File: src/rtl/pipe_stage_reg.sv
// pipe_stage_reg: elastic pipeline register with a 2-entry skid buffer.
// Holds a head (main) entry and a skid entry so in_ready can be a flop
// while still sustaining one payload per cycle. Flush empties the stage
// and drops any same-cycle incoming payload. Two saturating event
// counters (stall, flush) support performance debug.
module pipe_stage_reg #(
    parameter int                 DATA_W = 96,
    parameter logic [DATA_W-1:0]  BUBBLE = DATA_W'({64'b0, 32'h00000013}),
    parameter int                 CNT_W  = 16
) (
    input  logic              clk,
    input  logic              rst_n,
    input  logic              in_valid,
    output logic              in_ready,
    input  logic [DATA_W-1:0] in_data,
    output logic              out_valid,
    input  logic              out_ready,
    output logic [DATA_W-1:0] out_data,
    input  logic              flush,
    input  logic              cnt_clr,
    output logic [1:0]        occupancy,
    output logic [CNT_W-1:0]  stall_cnt,
    output logic [CNT_W-1:0]  flush_cnt
);

    typedef enum logic [1:0] {
        ST_EMPTY = 2'd0,
        ST_ONE   = 2'd1,
        ST_FULL  = 2'd2
    } state_e;

    localparam logic [CNT_W-1:0] CNT_MAX = '1;

    state_e            state_q, state_d;
    logic [DATA_W-1:0] main_q,  main_d;
    logic [DATA_W-1:0] skid_q,  skid_d;
    logic              in_ready_q, in_ready_d;
    logic              out_valid_q, out_valid_d;
    logic [CNT_W-1:0]  stall_cnt_q, stall_cnt_d;
    logic [CNT_W-1:0]  flush_cnt_q, flush_cnt_d;

    logic in_fire;
    logic out_fire;

    // Handshake events, using only registered ready/valid.
    assign in_fire  = in_valid  & in_ready_q;
    assign out_fire = out_valid_q & out_ready;

    // Next state and storage: flush wins, otherwise FIFO moves between main and skid.
    always_comb begin
        // NOTE: every signal gets a default first so no path leaves it unassigned (no latch).
        state_d = state_q;
        main_d  = main_q;
        skid_d  = skid_q;

        if (flush) begin
            state_d = ST_EMPTY;
            main_d  = BUBBLE;
            skid_d  = BUBBLE;
        end else begin
            unique case (state_q)
                ST_EMPTY: begin
                    if (in_fire) begin
                        state_d = ST_ONE;
                        main_d  = in_data;
                    end
                end
                ST_ONE: begin
                    if (in_fire && out_fire) begin
                        main_d = in_data;
                    end else if (in_fire) begin
                        state_d = ST_FULL;
                        skid_d  = in_data;
                    end else if (out_fire) begin
                        state_d = ST_EMPTY;
                        main_d  = BUBBLE;
                    end
                end
                ST_FULL: begin
                    if (out_fire) begin
                        state_d = ST_ONE;
                        main_d  = skid_q;
                        skid_d  = BUBBLE;
                    end
                end
                default: begin
                    state_d = ST_EMPTY;
                    main_d  = BUBBLE;
                    skid_d  = BUBBLE;
                end
            endcase
        end
    end

    // Handshake outputs registered from the next state, so neither depends on out_ready combinationally.
    always_comb begin
        in_ready_d  = (state_d != ST_FULL);
        out_valid_d = (state_d != ST_EMPTY);
    end

    // Saturating event counters; clear overrides increment, flush does not touch them.
    always_comb begin
        stall_cnt_d = stall_cnt_q;
        flush_cnt_d = flush_cnt_q;
        if (cnt_clr) begin
            stall_cnt_d = '0;
            flush_cnt_d = '0;
        end else begin
            if (out_valid_q && !out_ready && (stall_cnt_q != CNT_MAX)) begin
                stall_cnt_d = stall_cnt_q + 1'b1;
            end
            if (flush && (flush_cnt_q != CNT_MAX)) begin
                flush_cnt_d = flush_cnt_q + 1'b1;
            end
        end
    end

    // All state and registered outputs, asynchronously reset to the empty stage.
    always_ff @(posedge clk or negedge rst_n) begin
        if (!rst_n) begin
            state_q     <= ST_EMPTY;
            // NOTE: payload storage is reset too, so out_data and any later head are BUBBLE, never X.
            main_q      <= BUBBLE;
            skid_q      <= BUBBLE;
            in_ready_q  <= 1'b1;
            out_valid_q <= 1'b0;
            stall_cnt_q <= '0;
            flush_cnt_q <= '0;
        end else begin
            // NOTE: non-blocking assignments so every flop samples pre-edge values.
            state_q     <= state_d;
            main_q      <= main_d;
            skid_q      <= skid_d;
            in_ready_q  <= in_ready_d;
            out_valid_q <= out_valid_d;
            stall_cnt_q <= stall_cnt_d;
            flush_cnt_q <= flush_cnt_d;
        end
    end

    assign in_ready  = in_ready_q;
    assign out_valid = out_valid_q;
    assign out_data  = out_valid_q ? main_q : BUBBLE;
    assign occupancy = state_q;
    assign stall_cnt = stall_cnt_q;
    assign flush_cnt = flush_cnt_q;

endmodule

File: config.mk
export PLATFORM = sky130hd
export DESIGN_NAME = pipe_stage_reg
export DESIGN_NICKNAME = d
export VERILOG_FILES = /design/src/rtl/pipe_stage_reg.sv
export SDC_FILE = /design/constraint.sdc
export NUM_CORES = 1
export LEC_CHECK = 0
export CAP_MARGIN = 20
export CORE_ASPECT_RATIO = 2
export CORE_MARGIN = 4
export CORE_UTILIZATION = 52
export CTS_CLUSTER_SIZE = 10
export DETAILED_ROUTE_END_ITERATION = 10
export GPL_TIMING_DRIVEN = 0
export PLACE_DENSITY = 0.89
export SETUP_SLACK_MARGIN = 0.02
export SLEW_MARGIN = 20
export SYNTH_ARGS = -nofsm -noshare
export SYNTH_HDL_FRONTEND = slang
export SYNTH_SLANG_ARGS = --single-unit
export TNS_END_PERCENT = 30
File: constraint.sdc
create_clock -name clk -period 2 [get_ports clk]
set_input_delay 0.5 -clock clk [delete_from_list [all_inputs] [get_ports clk]]
set_output_delay 0.5 -clock clk [all_outputs]
set_load 0.01 [all_outputs]
==> flow_summary.yaml, run 1 <==
run_status:
  status: "finished, violations left"
  violations: "setup timing"
grt:
  grt_start_max_net_pins: 102
  grt-ovfl-total: 0
  grt_pass1_wl_um: 53400
  track_usage: 0.274
  grt_pass1_vias: 10171
  antenna_found_initial: 3
routing:
  dr.pass1.iters: 7
  drc: 0
  finalWirelength_um: 34000
  num_vias: 9595
  final_antenna_net_count: 0
  wl_per_cell_um: 20.9
  vias_per_cell: 5.90
  dr.first_iter.drc_count: 838
clock_network:
  cts_made_buffers: 26
  cts_tree: "done"
  clkSinkCount: 228
  clk-insertion-delay-late_ps: 520
  clkTransAtPathRegs_ps: 50
  htreeDepth: 1
  cts_root_buf: "clkbuf_16"
  clk_path_buf_depth: 3
synth:
  ys_seq_area_frac: 0.517
  synth_area_sq_mm: 0.0111
  synth_common_cells: "dfrtp_1 (221), nand2_1 (113), inv_1 (104)"
  ys_seq_elements: 228
  synthArstFlopShare: 1.00
  ys_top_cells_by_area: "dfrtp_1 (50%), mux2i_1 (8.7%), o2bb2ai_1 (7.6%)"
  syn_area_per_cell_sq_um: 10.4
  synth_nets: 1172
  synth_top_cell_area_share: 0.500
  yosys.cell_types.count: 46
  synth_most_common_cell: "dfrtp_1"
  synth_cells: 1068
  synth-main-ff-cell: "dfrtp_1"
  yosys_warnings: 0
  synth_top_cell_by_area: "dfrtp_1"
  synth-edff-count: 0
sta:
  hold_violations: 0
  slew_headroom: 0.601
  max_clock_freq_ghz: 0.453
  tns_ps: -10220
  rsz0062_at_grt: "true"
  drv_slew: 0
  fin_crit_ps: 2210
  fin_ws_ps: -206
  worst_hold_slack_ps: 484
  fin_crit_sh: 1.10
  worstMarginPinSlew_ps: 598
  finClkSkew_ps: 14.1
  setup_viol: 95
power_and_ir_drop:
  p_switching_mw: 3.74
  p_leak_nw: 7.25
  power.density_mw_per_mm2: 830
  comb_power_share: 0.250
  ir_drop_mv: 0.676
  power_frac_seq: 0.418
  swShare: 0.294
  clkPwrFrac: 0.332
  internal_power_mw: 8.97
  power_mw: 12.7
critical_path:
  startpoint_type: "register"
  worst_path_max_delay_cell: "dfrtp_2"
  startpoint: "out_valid"
  arrival_ps: 1710
  timing.rr.start: "out_valid"
  worst-path-buf-inv: 4
  cp-end-kind: "output pin"
  crit_path_frequent_cell: "buf_8"
  path_cells: "clkbuf_16, buf_8, buf_8, and2_4, buf_6"
  crit_fanout: 7
  cpPeakStageDelay_ps: 480
  critical-path-top-delay-family: "buffers and inverters"
  critPathKind: "register to output pin"
  worstPathRequired_ps: 1500
place:
  numPortBuffers: 232
  routabilityCongestion: 0.852
  post_dp_cell_area_sq_mm: 0.0138
  dp_slack_ps: -981
  hpwlAfterDp_um: 23500
  placedCellCount: 1571
floorplan:
  start_util: 0.528
  rows: 75
  die_y_um: 214
  core_sq_mm: 0.0209
  die-area_sq_mm: 0.0238
  fp.dieW_um: 111
  pin_count: 234
min_path:
  hp-start: "main_q[2]"
  hold_class: "register to register"
finish:
  area_growth_pct: 38.4
  instances_no_fill: 1627
  drive_gt1_frac: 0.246
  fin_util: 0.731
  nNetsFinal: 1449
  fin_area_sq_mm: 0.0153
run:
  cap_violations: 0
layout by cell type (no fill, tap or decap), types with 8 or more instances in the layout:
| cell type | n |
|---|---|
| dlygate4sd2_1 | 31 |
| buf_2 | 29 |
| buf_6 | 88 |
| o2bb2ai_1 | 96 |
| a21oi_1 | 16 |
| mux2i_1 | 94 |
| clkbuf_1 | 24 |
| nand4_1 | 13 |
| clkdlybuf4s50_1 | 98 |
| dfrtp_1 | 211 |
| and2_1 | 11 |
| a22oi_1 | 93 |
| o21ai_0 | 8 |
| clkbuf_4 | 10 |
| inv_1 | 104 |
| buf_8 | 14 |
| clkbuf_16 | 31 |
| dfrtp_2 | 10 |
| nand2_1 | 110 |
| buf_4 | 12 |
| o41ai_1 | 11 |
| and2_4 | 84 |
| nor2_1 | 16 |
| clkbuf_2 | 19 |
timing repair:
| action | in CTS | in global routing |
|---|---|---|
| pin swaps | 0 | 4 |
| setup buffers | 10 | 0 |
| hold buffers | 1 | 0 |
| gates resized for setup | 578 | 172 |
| endpoints found under the setup margin | 264 | 252 |
| hold endpoints to repair | 63 | 0 |
| gates cloned | 6 | 0 |
sequential cells by signal (all words and copies together) (netlist names):
| name | flops |
|---|---|
| main_q | 96 |
| skid_q | 96 |
| flush_cnt | 16 |
| stall_cnt | 16 |
| occupancy | 2 |
| in_ready | 1 |
| out_valid | 1 |
power by group through the flow:
stage / Clock [mW] / Sequential, mW / Combinational, mW
after floorplan: 0 / 5.27 / 1.44
after global placement: 0 / 5.35 / 2.45
after detailed placement: 0 / 5.35 / 2.54
after CTS: 4.25 / 5.29 / 2.96
after global routing: 4.45 / 5.36 / 3.42
final: 4.21 / 5.32 / 3.18
cells by family (layout without fill, tap and decap cells):
family | after synthesis | after routing | share of synthesized area
simple gates | 291 | 291 | 0.137
compound gates | 255 | 255 | 0.181
flops | 228 | 228 | 0.517
buf+inv | 187 | 474 | 0.0671
mux | 103 | 103 | 0.0941
fa+ha+maj | 2 | 2 | 0.00226
xor+xnor | 2 | 2 | 0.00158
other cells | 0 | 3 | 0
layer usage:
| layer | vias to the layer above | routed length [um] | GRT usage |
|---|---|---|---|
| li1 | 4315 | - | - |
| met1 | 4765 | 11500 | 0.295 |
| met2 | 399 | 18800 | 0.515 |
| met3 | 116 | 1750 | 0.0359 |
| met4 | 0 | 1990 | 0.142 |
| met5 | - | 0 | 0 |
worst reg2reg max path, stage by stage, from the launching register on:
cell	delay, ps
dfrtp_2	480
buf_12	180
buf_4	130
nand4_1	90
a21oi_2	210
buf_6	200
clkbuf_4	230
a22oi_1	130
o2bb2ai_1	270
area by class of cell:
type	count	area [sq um]
fillers	1416	5630
repair buffers	250	2590
well taps	269	337
plain buffers	82	639
diodes	3	7.51
clock buffers	38	717
multi-input cells	653	4900
inverters	104	390
flip-flops and latches	228	5730
worst paths after layout:
| check | cells past startpoint | to | slack, ps |
|---|---|---|---|
| worst max-delay path | 5 | out_data[83] | -210 |
| worst min-delay path | 1 | main_q[2] | 480 |
| worst max register to register | 8 | main_q[78] | -10 |
| worst min register to register | 1 | main_q[2] | 480 |
| max in group asynchronous | 3 | skid_q[24] | 600 |
| min in group asynchronous | 2 | skid_q[55] | 520 |
Note: power is estimated with default switching activity, not from simulation.
==> run 2, diff against run 1 <==
- CTS_CLUSTER_DIAMETER: unset -> 80
==> flow_summary.yaml, run 2 (synthesis gave the netlist of run 1 again) <==
run_status:
  status: "finished, violations left"
  violations: "setup timing"
grt:
  grt_pass1_wl_um: 53200
  grt-ovfl-total: 0
  grt_start_max_net_pins: 102
  grt_use_met3: 0.0373
  grt_use_met2: 0.510
  grt_pass1_vias: 10139
  met1_usage: 0.291
  gr-max-usage-layer: "met2"
  track_usage: 0.273
  antenna_found_initial: 4
clock_network:
  cts_root_buf: "clkbuf_16"
  cts_made_buffers: 26
  clkTransAtPathRegs_ps: 60
  clk-insertion-delay-late_ps: 530
  htreeDepth: 1
  cts_tree: "done"
  clkSinkCount: 228
  clk_path_buf_depth: 3
sta:
  fin_crit_ps: 2150
  rsz0062_at_grt: "true"
  slew_headroom: 0.599
  max_clock_freq_ghz: 0.466
  hold_violations: 0
  fin_ws_ps: -147
  worstMarginPinSlew_ps: 601
  fin_crit_sh: 1.07
  finClkSkew_ps: 22.8
  drv_slew: 0
  setup_viol: 92
  worst_hold_slack_ps: 481
  tns_ps: -10170
critical_path:
  startpoint_type: "register"
  critPathKind: "register to output pin"
  cpPeakStageDelay_ps: 490
  cp-end-kind: "output pin"
  worst-path-buf-inv: 3
  worst_path_max_delay_cell: "dfrtp_2"
  critical-path-top-delay-family: "flip-flops"
  worstPathRequired_ps: 1500
  crit_fanout: 6
  path_cells: "clkbuf_16, clkbuf_8, and2_1, buf_2"
  arrival_ps: 1650
  rr_worst_depth: 5
  cp_num_cells: 4
routing:
  vias_per_cell: 5.90
  drc: 0
  wl_per_cell_um: 20.8
  dr.pass1.iters: 5
  num_vias: 9611
  final_antenna_net_count: 0
  finalWirelength_um: 33900
  dr.first_iter.drc_count: 836
floorplan:
  fp.dieW_um: 111
  core_sq_mm: 0.0209
  rows: 75
  start_util: 0.528
  pin_count: 234
  die_y_um: 214
  die-area_sq_mm: 0.0238
finish:
  fin_area_sq_mm: 0.0151
  fin_util: 0.722
  largestRegisters: "main_q (96), skid_q (96)"
  final_common_cell: "dfrtp_1"
  area_growth_pct: 36.7
  mostFrequentLayoutCells: "dfrtp_1 (212), nand2_1 (110), inv_1 (104)"
  instances_no_fill: 1628
  drive_gt1_frac: 0.228
  nNetsFinal: 1449
power_and_ir_drop:
  power.density_mw_per_mm2: 839
  power_mw: 12.7
  ir_drop_mv: 0.604
  p_leak_nw: 7.12
place:
  placedCellCount: 1571
  dp_slack_ps: -981
  hpwlAfterDp_um: 23500
  numPortBuffers: 232
  routabilityCongestion: 0.852
  post_dp_cell_area_sq_mm: 0.0138
min_path:
  hold_class: "register to register"
  whs_path_depth: 1
run:
  cap_violations: 0
[run 2: cell types whose count changed in the layout (fill, tap and decap cells not counted), sizes merged]
cell	before	now
buf	149	151
clkbuf	85	83
diode	3	4
dlygate4sd2	31	36
dlymetal6s2s	6	1
[run 2: layer usage]
metal,routed length (um),share of wire
met4,2090,0.062
met5,0,0
met1,11600,0.34
met3,1920,0.056
met2,18300,0.54
[run 2: cell type report]
class                           count  area [sq um]
Buffer                             82           661
Antenna cell                        4          10.0
Fill cell                        1450          5810
Clock buffer                       38           727
Multi-Input combinational cell    653          4840
Sequential cell                   228          5730
Timing Repair Buffer              250          2420
Inverter                          104           390
Tap cell                          269           337
[run 2: final timing paths]
check	startpoint	slack (ps)	endpoint
max in group asynchronous	rst_n	610	skid_q[24]
hold / removal	main_q[17]	480	main_q[17]
min in group asynchronous	rst_n	510	skid_q[55]
hold reg to reg	main_q[17]	480	main_q[17]
setup reg to reg	flush_cnt[2]	30	flush_cnt[11]
setup / recovery	out_valid	-150	out_data[77]
[run 2: what timing repair did]
action                                  in CTS  in global routing
cloned                                       4                  3
endpoints found under the hold margin       63                  0
endpoints found under the setup margin     266                294
hold buffers                                 1                  0
pin swaps                                    0                  4
setup buffers                                8                  1
gates resized for setup                    590                105
[run 2: power breakdown]
part           internal (mW)  switching (mW)  total (mW)
sequential              5.03           0.282        5.31
clock                   2.47            1.80        4.27
combinational           1.44            1.66        3.10
==> run 3, diff against run 2 <==
- GPL_ROUTABILITY_DRIVEN: unset -> 0
==> results of run 3 <==
Final layout, timing and power as in run 2 (identical DEF).
